===== config.mk =====
export PLATFORM = sky130hd
export DESIGN_NAME = dmux_stream
export DESIGN_NICKNAME = d
export VERILOG_FILES = /design/src/rtl/dmux_stream_pkg.sv /design/src/rtl/dmux_stream_slot.sv /design/src/rtl/dmux_stream.sv
export SDC_FILE = /design/constraint.sdc
export NUM_CORES = 1
export LEC_CHECK = 0
export CAP_MARGIN = 20
export CELL_PAD_IN_SITES_DETAIL_PLACEMENT = 0
export CELL_PAD_IN_SITES_GLOBAL_PLACEMENT = 1
export CORE_MARGIN = 1
export CORE_UTILIZATION = 41
export CTS_CLUSTER_SIZE = 12
export DETAILED_ROUTE_END_ITERATION = 10
export GPL_TIMING_DRIVEN = 0
export HOLD_SLACK_MARGIN = 0.08
export PLACE_DENSITY_LB_ADDON = 0.08
export SLEW_MARGIN = 20
export SYNTH_ARGS = -nofsm -noshare
export SYNTH_HDL_FRONTEND = slang
export SYNTH_SLANG_ARGS = --single-unit

===== constraint.sdc =====
create_clock -name clk -period 8.5 [get_ports clk]
set_input_delay 1.7 -clock clk [delete_from_list [all_inputs] [get_ports clk]]
set_output_delay 1.7 -clock clk [all_outputs]
set_load 0.02 [all_outputs]

===== src/rtl/dmux_stream_pkg.sv =====
// dmux_stream_pkg: shared word width and destination range helper for the stream demux
package dmux_stream_pkg;
  localparam int WORD_W = 16;
  function automatic logic sel_in_range(input int sel, input int channels);
    return sel < channels;
  endfunction
endpackage


===== src/rtl/dmux_stream_slot.sv =====
// dmux_stream_slot: one-entry holding register (clk, reset, load, drain, d -> q, valid)
module dmux_stream_slot #(
  parameter int WIDTH = 16
) (
  input  logic             clk,
  input  logic             reset,
  input  logic             load,
  input  logic             drain,
  input  logic [WIDTH-1:0] d,
  output logic [WIDTH-1:0] q,
  output logic             valid
);
  logic [WIDTH-1:0] data_d, data_q;
  logic valid_d, valid_q;
  always_comb begin
    valid_d = load | (valid_q & ~drain);
    data_d = load ? d : data_q;
  end
  always_ff @(posedge clk or posedge reset) begin
    if (reset) begin
      valid_q <= 1'b0;
      data_q <= '0;
    end else begin
      valid_q <= valid_d;
      data_q <= data_d;
    end
  end
  assign q = data_q;
  assign valid = valid_q;
endmodule


===== src/rtl/dmux_stream.sv =====
// dmux_stream: N-way registered stream demux (in_data/in_sel/in_bcast/in_valid -> in_ready; out_data/out_valid per channel, out_ready; err, drop_cnt)
module dmux_stream import dmux_stream_pkg::*; #(
  parameter int WIDTH = WORD_W,
  parameter int CHANNELS = 8,
  parameter int CNT_W = 8,
  localparam int SEL_W = $clog2(CHANNELS)
) (
  input  logic                      clk,
  input  logic                      reset,
  input  logic [WIDTH-1:0]          in_data,
  input  logic [SEL_W-1:0]          in_sel,
  input  logic                      in_bcast,
  input  logic                      in_valid,
  output logic                      in_ready,
  output logic [CHANNELS*WIDTH-1:0] out_data,
  output logic [CHANNELS-1:0]       out_valid,
  input  logic [CHANNELS-1:0]       out_ready,
  output logic                      err,
  output logic [CNT_W-1:0]          drop_cnt
);
  logic [CHANNELS-1:0] free, load;
  logic sel_ok, accept, err_d, err_q;
  logic [CNT_W-1:0] drop_cnt_d, drop_cnt_q;
  always_comb begin
    free = ~out_valid | out_ready;
    sel_ok = sel_in_range(32'(in_sel), CHANNELS);
    in_ready = in_bcast ? &free : sel_ok ? free[in_sel] : 1'b1;
    accept = in_valid & in_ready;
    for (int i = 0; i < CHANNELS; i++) load[i] = accept & (in_bcast | (sel_ok & (32'(in_sel) == i)));
    err_d = accept & ~in_bcast & ~sel_ok;
    drop_cnt_d = (err_d & ~&drop_cnt_q) ? drop_cnt_q + 1'b1 : drop_cnt_q;
  end
  always_ff @(posedge clk or posedge reset) begin
    if (reset) begin
      err_q <= 1'b0;
      drop_cnt_q <= '0;
    end else begin
      err_q <= err_d;
      drop_cnt_q <= drop_cnt_d;
    end
  end
  for (genvar k = 0; k < CHANNELS; k++) begin : g_slot
    dmux_stream_slot #(.WIDTH(WIDTH)) u_slot (
      .clk   (clk),
      .reset (reset),
      .load  (load[k]),
      .drain (out_ready[k]),
      .d     (in_data),
      .q     (out_data[k*WIDTH +: WIDTH]),
      .valid (out_valid[k])
    );
  end
  assign err = err_q;
  assign drop_cnt = drop_cnt_q;
endmodule


# Word-level counts from Yosys, hierarchy flattened
# Cells that the tools add are included.
[op_classes]
magnitude_cmp = 1
eq_ne = 7
n_mux = 3
n_bitwise = 43
reduce_logical = 2
[op_table]
columns = ["operator", "n"]
rows = [
  ["bitwise AND 1 bit", 17],
  ["bitwise OR 1 bit", 16],
  ["equality test 3 bit (second input constant)", 4],
  ["inverter 1 bit", 8],
  ["inverter 8 bit", 1],
  ["bitwise OR 8 bit", 1],
  ["AND reduction 8 bit", 1],
  ["equality test 3 x 2 -> 1 bit (second input constant)", 2],
  ["less-than comparator 3 x 4 -> 1 bit (second input constant)", 1],
  ["binary-select mux 1 bit (select 3 bit)", 1],
  ["equality test 3 x 1 -> 1 bit (second input constant)", 1],
  ["zero test 3 bit", 1],
  ["2-to-1 mux 1 bit", 2],
]
[word_totals]
ff_bits = 136
in_bits = 31
output_inout_bits = 146
wordCells = 72

# Logic depth before layout (Yosys ltp)
# Gate-level depths: netlist (run 1).
[logic_depth]
word_depth = 8
mapped_depth = 7
mapped_depth_nobuf = 5

# Modules after synthesis
# A second synthesis (run 1) with hierarchy kept.
[hier_totals]
cells_unflattened = 365
area_unflattened_um2 = 5936.9
[modules_own_cells]
columns = ["module", "instances", "cells_per_inst", "area_per_inst_um2", "seq_area_each_um2"]
rows = [
  ["dmux_stream_slot", 8, 38, 686.9, 425.4],
  ["dmux_stream", 1, 61, 441.7, 0.0],
]

# Least setup slack after synthesis (run 1)
# No wires, ideal clock.
[synth_path]
path_type = "input-to-output"
startpoint = "input in_sel[0]"
endpoint = "output in_ready"
arrival_ns = 2.736
t_required_ns = 6.800
path_slack_ns = 4.064
path_stages = 5
path_buffers = 0
cell_sequence = "and4b_1 -> a211o_1 -> nor3_1 -> a311oi_1 -> a21oi_1"
[synth_via]
elab_chain_len = 3
[synth_rtl]
columns = ["element", "line_no", "rtl"]
rows = [
  ["from (decl)", "dmux_stream.sv:11", "input logic [SEL_W-1:0] in_sel,"],
  ["binary-select mux 1 bit (select 3 bit)", "dmux_stream.sv:27", "in_ready = in_bcast ? &free : sel_ok ? free[in_sel] : 1'b1;"],
  ["2-to-1 mux 1 bit (not written as such)", "dmux_stream.sv:27", ""],
  ["2-to-1 mux 1 bit", "dmux_stream.sv:27", ""],
  ["to (decl)", "dmux_stream.sv:14", "output logic in_ready,"],
]
# No other way between the ends. The select of a mux whose other input is x is not followed.

# Worst setup path in the final report (run 1)
# Same ends and word-level chain as after synthesis.

==> results by group, run 1 <==
Status
  – Outcome: complete, no violations

Hold path
  – Hold Startpoint: g_slot[6].u_slot.q[10]
  – Hold Path Sink: g_slot[6].u_slot.q[10]
  – Worst Hold Class: flip-flop to flip-flop
  – Hold Path Cell Cnt: 1

Critical path
  – Crit. End Element: output pin
  – Critical Path Most Common Cell: clkdlybuf4s50_1
  – Worst path arrival time: 3890 ps
  – Kind of critical path: input pin to output pin
  – Crit path buf inv count: 2
  – Crit Path Max Fanout: 9
  – Reg-to-reg startpoint: g_slot[1].u_slot.valid
  – Worst reg2reg setup slack: between 5000 and 6000 ps
  – Required time of the critical path: a little under 7000 ps
  – CP max-delay cell: clkdlybuf4s50_1
  – Largest stage delay on the critical path: 630 ps
  – Reg2reg end: g_slot[1].u_slot.q[7]
  – Worst Reg-to-Reg Cells: 6
  – Worst Setup Start Kind: input pin
  – Top Family by Delay on Critical Path: buffers and inverters
  – CP Cell Sequence: clkdlybuf4s50_1, and2b_2, a211oi_1, a311oi_1, a21oi_1, clkdlybuf4s50_1

Placement
  – Placement Setup Slack: around 2900 ps
  – Dpl hpwl: 9.33 mm
  – Port-buffer cells: 166
  – GPL Wtd Cong: 0.752
  – Area post-placement: 7680 sq um

Logic synthesis
  – Most used flip-flop cell after synthesis: dfrtp_1
  – Async SR Flop Fraction: 1.00
  – Mux contribution to synthesized area: 0.275
  – Mapped Area: 5740 sq um
  – Synth Area in XOR/XNOR: 0
  – Largest family of logic cells by synthesized area: multiplexers
  – Post-Synth Adder-Cell Area: 0
  – Simple-gate share of the synthesized area: 0.0432
  – Average cell area after synthesis: between 15 and 20 sq um
  – Area leader, netlist: dfrtp_1
  – Sequential area share after synthesis: 0.593
  – Synth cell types: 34
  – Post-synth EDFFs: 0
  – Yosys top cell area share: 0.593
  – Dominant cells by area after synthesis: dfrtp_1 (59%), mux2_2 (18%), mux2_4 (9.4%), buf_4 (2.2%), a31oi_4 (1.5%)
  – Mapped Cells: between 300 and 400
  – Synthesis Warnings: 0
  – Post-synthesis sequential element count: 136
  – Post-synthesis compound-gate area fraction: 0.0388

Cells and area
  – # diodes: 0
  – Area grow syn2layout: 42.3%
  – Nets@finish: 574
  – Fillers: 1,074
  – Fraction of layout cells with a size suffix above 1: 0.369
  – Fin area: ~8200 sq um

Clocking
  – CTS H-Tree Depth: 4
  – Root buf cell: clkbuf_16
  – CTS tree: yes
  – Clock latency on the worst-skew pair: 410 ps
  – Total setup buffers inserted after CTS: 0
  – CTS buffer count: 17
  – Post-cts gate resize count: 0
  – Post-CTS Hold Fix Bufs: 0
  – Max clock buf depth: 2
  – # clock sinks: 136
  – Clock Pin Slew Worst Setup and Hold Paths: 50 ps

Power
  – Worst vdd ir: between 0.0002 and 0.00025 V
  – Power per cell area: between 300 and 400 nW/um^2
  – Pleak: 0.00347 uW

Die
  – IO Pins: 177
  – Die Footprint: between 10,000 and 15,000 sq um
  – Placeable Area: 13,500 sq um
  – Starting density of the core: 0.426
  – DIE HEIGHT: 120 microns
  – Die Wd: 120 microns
  – Rows: 42

STA
  – Final hold viol count: 0
  – Worst clock skew: ~6.3 ps
  – Final min period: around 5600 ps
  – Rel. slew slack: 0.629
  – Final setup vio count: 0
  – Slew Viols, Final: 0
  – Least-Margin Pin Slew: between 500 and 600 ps
  – Final setup margin: 2910 ps
  – Period utilisation layout: 0.658
  – TNS Setup: 0 ps
  – Fmax: 179 MHz
  – RSZ-0062 raised after global routing: false

Route
  – Drt drc: 0
  – Post-route ant nets: 0
  – Vias per std cell: 4.80
  – Routed length per instance: 18.7 microns
  – Starting DRT DRC Count: 150
  – TritonRoute pass-1 iters: 4
  – Via count: ~3,500
  – Final wirelength: 13.6 mm

Global routing
  – GRT Util Overall: 0.201
  – First-pass GRT wire length: 21.2 mm
  – Grt total ovfl: 0
  – Initial antenna violation count: 0
  – Vias in the first global route: between 3,000 and 4,000
  – Largest net degree at the start of global routing: 70

Job
  – Max_cap viols: 0
-- sequential cells by signal (all words and copies together), names as in the netlist --
signal / cells
g_slot.u_slot.q: 128
g_slot.u_slot.valid: 8
-- cell usage after synthesis, types with 3 or more instances --
| cell | count |
|---|---|
| dfrtp_1 | 136 |
| mux2_2 | 92 |
| mux2_4 | 36 |
| buf_4 | 17 |
| nor2b_1 | 9 |
| or2_2 | 8 |
| a21oi_1 | 5 |
| a21oi_4 | 4 |
| a31oi_4 | 4 |
| buf_12 | 4 |
| buf_6 | 4 |
| nor2_1 | 3 |
-- worst max path at each step --
stage	slack (ps)	startpoint	cells past startpoint	endpoint
after floorplan	3160	reset	1	g_slot[0].u_slot.q[0]
after global placement	1320	reset	2	g_slot[1].u_slot.q[14]
after detailed placement	2920	in_sel[0]	6	in_ready
after CTS	2920	in_sel[0]	6	in_ready
after global routing	2790	in_sel[0]	6	in_ready
final	2910	in_sel[0]	6	in_ready
-- cell usage in the layout, fill, tap and decap left out, types with 3 or more instances in the layout --
cell             netlist  layout
buf_4                 17      17
nor2_1                 3       3
clkbuf_16              0      17
or2_2                  8       8
dfrtp_1              136     136
conb_1                 1       9
buf_6                  4       4
a31oi_4                4       4
clkbuf_1               2       5
nor2b_1                9       9
clkinv_2               0       3
a21oi_4                4       4
a21oi_1                5       5
mux2_4                36      36
buf_12                 4       4
mux2_2                92      92
clkdlybuf4s50_1        0     166
-- worst register-to-register path: stages, from the launching register on --
cell     delay, ps
dfrtp_1        390
nor2b_1        160
nor4_1         460
nand4_2        540
a21oi_4        550
buf_6          240
mux2_2         360
-- where the power goes --
part	internal (uW)	switching (uW)
Clock	368	250
Sequential	882	126
Combinational	649	549
Total	1900	925
-- layout make-up --
class                   instances  area [sq um]  share of cell area
multi-input cells             191          2080               0.255
well taps                     176           220              0.0270
flip-flops and latches        136          3400               0.417
clock buffers                  21           450              0.0552
clock inverters                 5          30.0             0.00368
inverters                       2          15.0             0.00184
repair buffers                167          1690               0.207
plain buffers                  28           275              0.0337
-- metal layers --
layer / vias up / wire, microns / global-route usage / part of all wire
met3: 17 / 1060 / 0.0844 / 0.078
li1: 1596 / - / - / -
met2: 112 / 6470 / 0.309 / 0.48
met4: 0 / 196 / 0.0718 / 0.014
met1: 1758 / 5820 / 0.253 / 0.43
met5: - / 0 / 0 / 0
-- logic make-up after synthesis --
group,count (synthesis)
multiplexers,128
AO/OA/AOI/OAI,19
other,1
flip-flops,136
AND/OR/NAND/NOR,35
buffers and inverters,30
-- metrics by stage --
| step | utilization | hold slack (ps) | instances | total power (uW) |
|---|---|---|---|---|
| 4_1_cts | 0.607 | 506 | 726 | 2860 |
| 2_1_floorplan | - | 612 | 357 | 1630 |
| 3_3_place_gp | 0.569 | 489 | 699 | 2200 |
| 3_5_place_dp | 0.571 | 495 | 700 | 2230 |
| 6_report | 0.607 | 503 | 726 | 2820 |
| 5_1_grt | 0.607 | 520 | 726 | 2960 |
No activity file was read; power rests on OpenSTA's default activity.
==> run 2, diff against run 1 <==
- CORE_UTILIZATION: 41 -> 38
- clock period: 8.5 -> 5.6 ns (I/O delays scaled with it)
==> run 2 against run 1 <==
  * The flow now finishes with violations (design-rule violations)
  * Flip-flop and latch count stayed put
  * Critical endpoint unchanged
  * Highest routed layer unchanged
  * Cell count is 1.8% higher
  * Wire length rose by 1.9%
  * Critical path depth unchanged
  * Critical path type unchanged
==> results by group, run 2 (synthesis results as in run 1) <==
STA
  – Hold WS: 502 ps (-1.03 ps)
  – RSZ-0062 raised after global routing: false
  – Rel. slew slack: 0.628 (about the same)
  – Fmax: 223 MHz
  – Final hold viol count: 0 (unchanged)
  – Worst clock skew: 4.58 ps (-1.70 ps)
  – Period utilisation layout: 0.800
  – Final setup vio count: 0 (unchanged)
  – TNS Setup: 0 ps (unchanged)
  – Least-Margin Pin Slew: 556 ps (+0.594 ps)
  – Slew Viols, Final: 0 (unchanged)
  – Final min period: around 4500 ps

Critical path
  – Crit. End Element: output pin
  – Critical Path Most Common Cell: clkdlybuf4s50_1
  – Worst Setup Start Kind: input pin
  – CP max-delay cell: clkdlybuf4s50_1
  – CP Cell Sequence: clkdlybuf4s50_1, and2b_2, a211oi_1, a311oi_1, a21oi_1, clkdlybuf4s50_1
  – Required time of the critical path: 4480 ps (-2320 ps)
  – Reg-to-reg startpoint: g_slot[7].u_slot.valid
  – Worst path arrival time: 3360 ps (-530 ps)
  – Kind of critical path: input pin to output pin
  – Top Family by Delay on Critical Path: buffers and inverters
  – Crit Path Max Fanout: 9 (unchanged)
  – CP Launch Point: in_sel[0]
  – Crit path buf inv count: 2 (unchanged)
  – Largest stage delay on the critical path: 640 ps (about the same)

Global routing
  – Initial antenna violation count: 0 (unchanged)
  – Largest net degree at the start of global routing: 85 (+21%)
  – First-pass GRT wire length: 21.8 mm (+2.7%)
  – GRT Util Overall: 0.188 (-0.0124)
  – Grt total ovfl: 0 (unchanged)
  – Vias in the first global route: 3,687 (+1.1%)

Hold path
  – Worst Hold Class: flip-flop to flip-flop
  – Hold Startpoint: g_slot[3].u_slot.q[8]

Cells and area
  – # diodes: 0 (unchanged)
  – Nets@finish: 574 (unchanged)
  – Most common cell after layout, fill and taps aside: clkdlybuf4s50_1
  – Finished Layout Cells: 739 (+1.8%)
  – Fraction of layout cells with a size suffix above 1: 0.371 (+0.00208)
  – Fillers: 1,206 (+12%)
  – Fin area: 8260 sq um (+1.2%)
  – Most frequent cells in the layout: clkdlybuf4s50_1 (166), dfrtp_1 (136), mux2_2 (92)
  – Max FFs per register: 128 (unchanged)
  – Area grow syn2layout: 44.0%

Status
  – Outcome: finished, violations left
  – Failing checks: design-rule violations

Route
  – Vias per std cell: 4.71 (-1.8%)
  – Drt drc: 20 (+20)
  – TritonRoute pass-1 iters: 9 (+5)
  – Post-route ant nets: 0 (unchanged)
  – Via count: 3,483 (unchanged)
  – Routed length per instance: 18.7 microns (+0.14%)
  – Starting DRT DRC Count: 169 (+13%)
  – Final wirelength: 13.8 mm (+1.9%)

Clocking
  – CTS H-Tree Depth: 4 (unchanged)
  – Post-CTS Hold Fix Bufs: 0 (unchanged)
  – Root buf cell: clkbuf_16
  – CTS buffer count: 17 (unchanged)
  – Max clock buf depth: 2 (unchanged)
  – CTS tree: yes
  – # clock sinks: 136 (unchanged)
  – Post-cts gate resize count: 0 (unchanged)
  – Total setup buffers inserted after CTS: 0 (unchanged)
  – Clock Pin Slew Worst Setup and Hold Paths: 50 ps (about the same)
  – Clock latency on the worst-skew pair: 410 ps (about the same)

Power
  – Pleak: 0.00351 uW (+1.1%)
  – Worst vdd ir: 0.000305 V (+51%)
  – Power per cell area: 535 nW/um^2 (+55%)

Placement
  – Placed Cells: 708 (+1.1%)
  – Dpl hpwl: 9.31 mm (-0.14%)
  – Area post-placement: 7690 sq um (+0.13%)
  – Port-buffer cells: 166 (unchanged)
  – GPL Wtd Cong: 0.775 (+3.0%)

Die
  – Starting density of the core: 0.392 (-0.0347)
  – Rows: 44 (+4.8%)
  – DIE HEIGHT: 125 microns (+3.8%)
  – Die Wd: 125 microns (+3.8%)
  – Placeable Area: 14,600 sq um (+8.9%)
  – Die Footprint: 15,600 sq um (+7.8%)
  – IO Pins: 177 (unchanged)

Job
  – Max_cap viols: 0 (unchanged)
==> run 2: stage by stage <==
| stage | setup WS [ps] | util | power (uW) |
|---|---|---|---|
| CTS | 1160 | 0.564 | 4480 |
| detailed placement | 1160 | 0.525 | 3380 |
| global route | 1040 | 0.564 | 4630 |
| global placement | -1070 | 0.523 | 3350 |
| finish | 1120 | 0.564 | 4420 |
| floorplan | 841 | - | 2470 |
==> run 2: path summary, 6_finish.rpt <==
check,slack [ps],to,cells after the start
worst min register to register,500,g_slot[3].u_slot.q[8],1
max in group asynchronous,3740,g_slot[5].u_slot.q[13],3
worst max-delay path,1120,in_ready,6
worst min-delay path,500,g_slot[3].u_slot.q[8],1
worst max register to register,2830,g_slot[7].u_slot.q[4],6
min in group asynchronous,1110,g_slot[5].u_slot.q[5],2
==> run 2: power breakdown <==
group	internal, uW	total, uW	leakage, uW	switching [uW]
Sequential	1340	1520	0.00161	186
Clock	676	1080	0.000271	401
Combinational	986	1820	0.00162	832
==> run 2: layer usage <==
layer | wire (microns) | vias up | track usage | part of all wire
li1 | - | 1612 | - | -
met1 | 6290 | 1759 | 0.243 | 0.46
met2 | 6530 | 103 | 0.295 | 0.47
met3 | 843 | 9 | 0.0679 | 0.061
met4 | 151 | 0 | 0.0588 | 0.011
met5 | 0 | - | 0 | 0
==> run 2: layout make-up <==
| cell class | instances | area [sq um] | area share |
|---|---|---|---|
| Buffer | 28 | 275 | 0.0333 |
| Multi-Input combinational cell | 191 | 2080 | 0.252 |
| Clock inverter | 7 | 93.8 | 0.0114 |
| Timing Repair Buffer | 167 | 1690 | 0.205 |
| Clock buffer | 24 | 472 | 0.0571 |
| Sequential cell | 136 | 3400 | 0.412 |
| Inverter | 2 | 15.0 | 0.00182 |
| Tap cell | 184 | 230 | 0.0279 |
